[src/rtl/spi_wrapper.sv]
// spi_wrapper: SPI slave front-end plus a 256 x 8 single-port RAM.
//
// A frame starts when SS_n falls. The first MOSI bit after the select cycle
// is the command bit (0 = write family, 1 = read family). Ten more bits are
// then shifted MSB-first into din, and din is handed to the RAM as a
// one-cycle rx_valid command. A read-data command returns the addressed
// byte MSB-first on MISO.
//
// Ports
//   clk   in  system clock, rising-edge
//   rst_n in  synchronous reset, active HIGH (legacy name)
//   SS_n  in  slave select, active low; high aborts or ends a frame
//   MOSI  in  serial data in, sampled on rising clk
//   MISO  out serial data out, 0 whenever no byte is being shifted
//
// Handshake between slave and RAM: rx_valid is a single-cycle strobe
// that qualifies din; tx_valid is a single-cycle strobe that qualifies
// dout. Neither side can stall the other, so there is no ready signal.

module spi_ram #(
  parameter int MEM_DEPTH = 256,
  parameter int ADDR_SIZE = 8
) (
  input  logic       i_clk,
  input  logic       i_rst,
  input  logic [9:0] i_din,
  input  logic       i_rx_valid,
  output logic [7:0] o_dout,
  output logic       o_tx_valid
);

  logic [7:0]           SP_RAM [0:MEM_DEPTH-1];
  logic [ADDR_SIZE-1:0] r_wr_addr;
  logic [ADDR_SIZE-1:0] r_rd_addr;

  // Storage is deliberately left out of reset.
  always_ff @(posedge i_clk) begin
    if (!i_rst && i_rx_valid && (i_din[9:8] == 2'b01)) begin
      SP_RAM[r_wr_addr] <= i_din[7:0];
    end
  end

  always_ff @(posedge i_clk) begin
    if (i_rst) begin
      r_wr_addr  <= '0;
      r_rd_addr  <= '0;
      o_dout     <= '0;
      o_tx_valid <= 1'b0;
    end else begin
      o_tx_valid <= 1'b0;
      if (i_rx_valid) begin
        case (i_din[9:8])
          2'b00: r_wr_addr <= i_din[7:0];
          2'b10: r_rd_addr <= i_din[7:0];
          2'b11: begin
            o_dout     <= SP_RAM[r_rd_addr];
            o_tx_valid <= 1'b1;
          end
          default: ;
        endcase
      end
    end
  end

endmodule

module spi_wrapper #(
  parameter int MEM_DEPTH = 256,
  parameter int ADDR_SIZE = 8
) (
  input  logic clk,
  input  logic rst_n,
  input  logic SS_n,
  input  logic MOSI,
  output logic MISO
);

  typedef enum logic [2:0] {
    IDLE      = 3'd0,
    CHK_CMD   = 3'd1,
    WRITE     = 3'd2,
    READ_ADD  = 3'd3,
    READ_DATA = 3'd4
  } state_t;

  state_t     r_state;
  state_t     w_next_state;
  logic [3:0] r_bit_cnt;
  logic [9:0] r_din;
  logic       r_rx_valid;
  logic       r_rd_addr_received;
  logic       r_shifting;
  logic [2:0] r_tx_idx;
  logic [7:0] w_dout;
  logic       w_tx_valid;
  logic       w_data_state;
  logic       w_capture;
  logic       w_last_bit;

  always_ff @(posedge clk) begin
    if (rst_n) r_state <= IDLE;
    else       r_state <= w_next_state;
  end

  always_comb begin
    w_next_state = r_state;
    case (r_state)
      IDLE:    if (!SS_n) w_next_state = CHK_CMD;
      CHK_CMD: begin
        if (SS_n)                    w_next_state = IDLE;
        else if (!MOSI)              w_next_state = WRITE;
        else if (r_rd_addr_received) w_next_state = READ_DATA;
        else                         w_next_state = READ_ADD;
      end
      WRITE, READ_ADD, READ_DATA: if (SS_n) w_next_state = IDLE;
      default: w_next_state = IDLE;
    endcase
  end

  assign w_data_state = (r_state == WRITE) || (r_state == READ_ADD) ||
                        (r_state == READ_DATA);
  // Once ten bits are in, the counter parks at 10 and further bits are
  // ignored until the master deselects.
  assign w_capture    = w_data_state && !SS_n && (r_bit_cnt != 4'd10);
  assign w_last_bit   = w_capture && (r_bit_cnt == 4'd9);

  always_ff @(posedge clk) begin
    if (rst_n) begin
      r_bit_cnt          <= '0;
      r_din              <= '0;
      r_rx_valid         <= 1'b0;
      r_rd_addr_received <= 1'b0;
      r_shifting         <= 1'b0;
      r_tx_idx           <= '0;
    end else begin
      r_rx_valid <= w_last_bit;

      if (w_capture) begin
        r_din     <= {r_din[8:0], MOSI};
        r_bit_cnt <= r_bit_cnt + 4'd1;
      end else if (!(w_data_state && !SS_n)) begin
        r_bit_cnt <= '0;
      end

      if ((r_state == CHK_CMD) && !SS_n && MOSI && r_rd_addr_received)
        r_rd_addr_received <= 1'b0;
      else if ((r_state == READ_ADD) && w_last_bit)
        r_rd_addr_received <= 1'b1;

      // dout[7] is shown during the tx_valid cycle itself; the index
      // register takes over from dout[6] onwards.
      if ((r_state != READ_DATA) || SS_n) begin
        r_shifting <= 1'b0;
      end else if (w_tx_valid) begin
        r_shifting <= 1'b1;
        r_tx_idx   <= 3'd6;
      end else if (r_shifting) begin
        if (r_tx_idx == 3'd0) r_shifting <= 1'b0;
        else                  r_tx_idx   <= r_tx_idx - 3'd1;
      end
    end
  end

  always_comb begin
    MISO = 1'b0;
    if (r_state == READ_DATA) begin
      if (w_tx_valid)      MISO = w_dout[7];
      else if (r_shifting) MISO = w_dout[r_tx_idx];
    end
  end

  spi_ram #(
    .MEM_DEPTH (MEM_DEPTH),
    .ADDR_SIZE (ADDR_SIZE)
  ) SRAM (
    .i_clk      (clk),
    .i_rst      (rst_n),
    .i_din      (r_din),
    .i_rx_valid (r_rx_valid),
    .o_dout     (w_dout),
    .o_tx_valid (w_tx_valid)
  );

endmodule

[config.mk]
export PLATFORM = sky130hd
export DESIGN_NAME = spi_wrapper
export DESIGN_NICKNAME = d
export VERILOG_FILES = /design/src/rtl/spi_wrapper.sv
export SDC_FILE = /design/constraint.sdc
export NUM_CORES = 2
export LEC_CHECK = 0
export CORE_MARGIN = 2
export CORE_UTILIZATION = 35
export DETAILED_ROUTE_END_ITERATION = 6
export GPL_ROUTABILITY_DRIVEN = 0
export PLACE_DENSITY_LB_ADDON = 0.08
export SLEW_MARGIN = 20
export SYNTH_ARGS = -nofsm -noshare
export SYNTH_HDL_FRONTEND = slang
export SYNTH_SLANG_ARGS = --single-unit
export TNS_END_PERCENT = 5
[constraint.sdc]
create_clock -name clk -period 13.1 [get_ports clk]
set_input_delay 1.31 -clock clk [delete_from_list [all_inputs] [get_ports clk]]
set_output_delay 1.31 -clock clk [all_outputs]
set_load 0.03 [all_outputs]
==> results.json <==
{
  "status": "finished, final reports clean",
  "clk_pin_slew_ns": 0.06,
  "htreeDepth": 4,
  "die_y_um": 489,
  "intPower_mw": 10.9,
  "drc_errors": 0,
  "ant_nets": 0,
  "hold_start": "SRAM.o_dout[2]$_SDFFE_PP0P_",
  "swShare": 0.197,
  "ios": 5,
  "num-nets-final": 4224,
  "n_fill_cell": 21000,
  "synth_cell_types": 69,
  "hold_buffers": 0,
  "yosys_warnings": 0,
  "layout-drive-gt1-share": 0.180,
  "power_mw": 13.6,
  "switchingPower_mw": 2.67,
  "post-synth-top-area-fraction": 0.748,
  "clock_path_buffers": 3,
  "postCtsSetupBuffers": 0,
  "path_cells": "buf_4 -> buf_12 -> buf_4 -> mux4_2 -> mux2_2 -> o21ai_0 -> a21oi_1 -> nand4_1 -> nor2_1 -> a211o_1",
  "synth_area_leaders": "edfxtp_1, mux4_2, mux2i_1",
  "initial_core_util": 0.353,
  "cts_tree": "yes",
  "syn_nets": 4150,
  "max_cap_viol_count": 0,
  "crit_path_start": "SRAM.r_rd_addr[0]$_SDFFE_PP0P_",
  "avgSynthCellArea_um2": 19.9,
  "fin_crit_sh": 0.383,
  "grt_pass1_wl_mm": 324,
  "synthToLayoutAreaGrowth_pct": 12.7,
  "rsz0062_at_grt": "false",
  "numCtsBuffers": 227,
  "fin_setup_tns_ns": 0,
  "ctsResizeCount": 0,
  "yosys.area.top_type": "edfxtp_1",
  "drt-initial-drc-count": 3794,
  "p_leak_nw": 27.8,
  "finClkSkew_ns": 0.0382,
  "arrival_ns": 5.83,
  "crit_top_cell": "buf_4",
  "relSlewSlack": 0.0398,
  "die_area_mm2": 0.239,
  "combinationalPowerShare": 0.001,
  "min_period_ns": 5.02,
  "dp_hpwl_mm": 139,
  "cts_num_sinks": 2096,
  "antenna_found_initial": 10,
  "dieWidth_um": 489,
  "port_buffers": 4,
  "vdd_ir_drop_max_mv": 0.111,
  "yosysSeqAreaShare": 0.760,
  "synth_area_mm2": 0.0822,
  "grt_max_degree": 204,
  "grt_pass1_vias": 40900,
  "dr.pass1.iters": 6,
  "fmax_mhz": 199,
  "fin_area_mm2": 0.0926,
  "finalSetupViolCount": 0,
  "cpLargestDelayFamily": "buffers and inverters",
  "vias": 40200,
  "hold_viol": 0,
  "clk-insertion-delay-late_ns": 0.88,
  "viasPerCell": 5.33,
  "power.density_mw_per_mm2": 146,
  "final_max_slew_viol_count": 0,
  "ys.flop_type": "edfxtp_1",
  "cts_root_buf": "clkbuf_16",
  "required_ns": 13.91,
  "cp-end-kind": "flop",
  "crit_buf_inv": 3,
  "grt-ovfl-total": 0,
  "wl_mm": 231,
  "async_flop_share": 0,
  "worst_pin_slew_ns": 1.44,
  "post_drt_wl_per_cell_um": 30.7,
  "synth_edf_count": 2048,
  "hold_path.class": "flop to flop",
  "start_kind": "flop",
  "ys_ff_latch": 2096,
  "coreArea_mm2": 0.233,
  "synth_cells": 4141,
  "timing.rr.start": "SRAM.r_rd_addr[0]$_SDFFE_PP0P_",
  "slowest_stage": "dfxtp_4",
  "placed_area_mm2": 0.0853,
  "path_max_fanout": 73,
  "slowest_delay_ns": 0.84,
  "p_clk_frac": 0.465,
  "path_class": "flop to flop",
  "std_cell_rows": 177,
  "grt_use_total": 0.193,
  "seqPwrFrac": 0.534
}
cell usage after synthesis, types with 6 or more instances:
cell          n
edfxtp_1   2048
mux2i_1     372
nor2_1      324
mux4_2      321
o22ai_1     124
nand2_1     109
clkbuf_1     95
o21ai_0      58
a21oi_1      54
buf_2        54
o221ai_1     52
dfxtp_1      48
a211oi_1     44
mux4_1       42
buf_4        41
nand3_1      38
a22oi_1      23
nor3_1       23
buf_12       21
buf_6        19
mux2_2       19
a2111oi_0    16
a221oi_1     14
nand4_1      14
nor2b_1      13
buf_1        11
buf_8        11
inv_1        10
a211o_1       9
a31oi_1       9
and2_1        7
nand2b_1      7
nor4_1        7
nand3b_1      6
per-stage QoR:
step	instances	hold slack, ns	setup slack [ns]	utilization
after detailed placement	7115	0.470	7.85	0.366
final	7540	0.495	8.08	0.398
after global routing	7538	0.518	7.63	0.398
after CTS	7534	0.486	7.83	0.397
after floorplan	4141	0.428	8.79	-
after global placement	7113	0.488	7.88	0.366
cell type report:
class / instances / area, um2 / share of cell area
Clock buffer: 292 / 6060 / 0.0654
Tap cell: 3132 / 3920 / 0.0423
Clock inverter: 127 / 1190 / 0.0129
Timing Repair Buffer: 98 / 897 / 0.00968
Sequential cell: 2096 / 62500 / 0.675
Antenna cell: 3 / 7.51 / 0.0000810
Multi-Input combinational cell: 1782 / 18000 / 0.195
Inverter: 10 / 42.5 / 0.000459
logic make-up after synthesis:
kind of cell,Yosys count,synth area share
AOI/OAI and AO/OA,441,0.0371
xor gates and xnor gates,5,0.000533
adders and majority gates,5,0.000761
buffers and inverters,263,0.0221
DFF,2096,0.760
muxes,754,0.149
and+or+nand+nor,577,0.0305
state kept, by name, indices dropped and copies added (netlist names):
signal and flops:
r_rd_addr_received 1, r_tx_idx 3, r_din 10, r_rx_valid 1
SRAM.r_rd_addr 8, SRAM.o_dout 8, SRAM.o_tx_valid 1, r_shifting 1
SRAM.SP_RAM 2048, r_bit_cnt 4, r_state 3, SRAM.r_wr_addr 8
metal layers:
metal,vias up,routed length (um),global-route usage
met4,2,4450,0.0447
met5,-,13,0
met2,909,110000,0.309
met1,21700,106000,0.275
met3,258,10800,0.0318
li1,17300,-,-
placed cells by master, fill, tap and decap left out, types with 38 or more instances in the layout:
cell          n
edfxtp_1   2048
mux2i_1     372
mux4_2      321
nor2_1      318
clkbuf_16   233
o22ai_1     124
nand2_1     108
buf_4        80
o21ai_0      58
clkbuf_1     58
a21oi_1      54
o221ai_1     52
clkinv_1     47
clkinv_2     45
a211oi_1     44
mux4_1       42
nand3_1      38
path summary, 6_finish.rpt:
path / end / slack, ns / cells after the start
hold / removal: SRAM.o_dout[2]$_SDFFE_PP0P_ / 0.50 / 1
setup reg to reg: SRAM.o_dout[1]$_SDFFE_PP0P_ / 8.08 / 10
hold reg to reg: SRAM.o_dout[2]$_SDFFE_PP0P_ / 0.50 / 1
setup / recovery: SRAM.o_dout[1]$_SDFFE_PP0P_ / 8.08 / 10
worst register-to-register path, stage by stage, from the launching register on:
cell and delay (ns):
dfxtp_4 0.84, buf_4 0.69, buf_12 0.56, buf_4 0.80
mux4_2 0.43, mux2_2 0.21, o21ai_0 0.11, a21oi_1 0.32
nand4_1 0.16, nor2_1 0.69, a211o_1 0.17
power by group through the flow:
stage          combinational (mW)  sequential (mW)  clock, mW
2_1_floorplan             0.00350             7.39          0
3_3_place_gp               0.0113             7.39          0
3_5_place_dp               0.0115             7.39          0
4_1_cts                    0.0116             7.25       6.44
5_1_grt                    0.0132             7.24       6.70
6_report                   0.0123             7.25       6.30
Power figures use the tool's default switching activity.
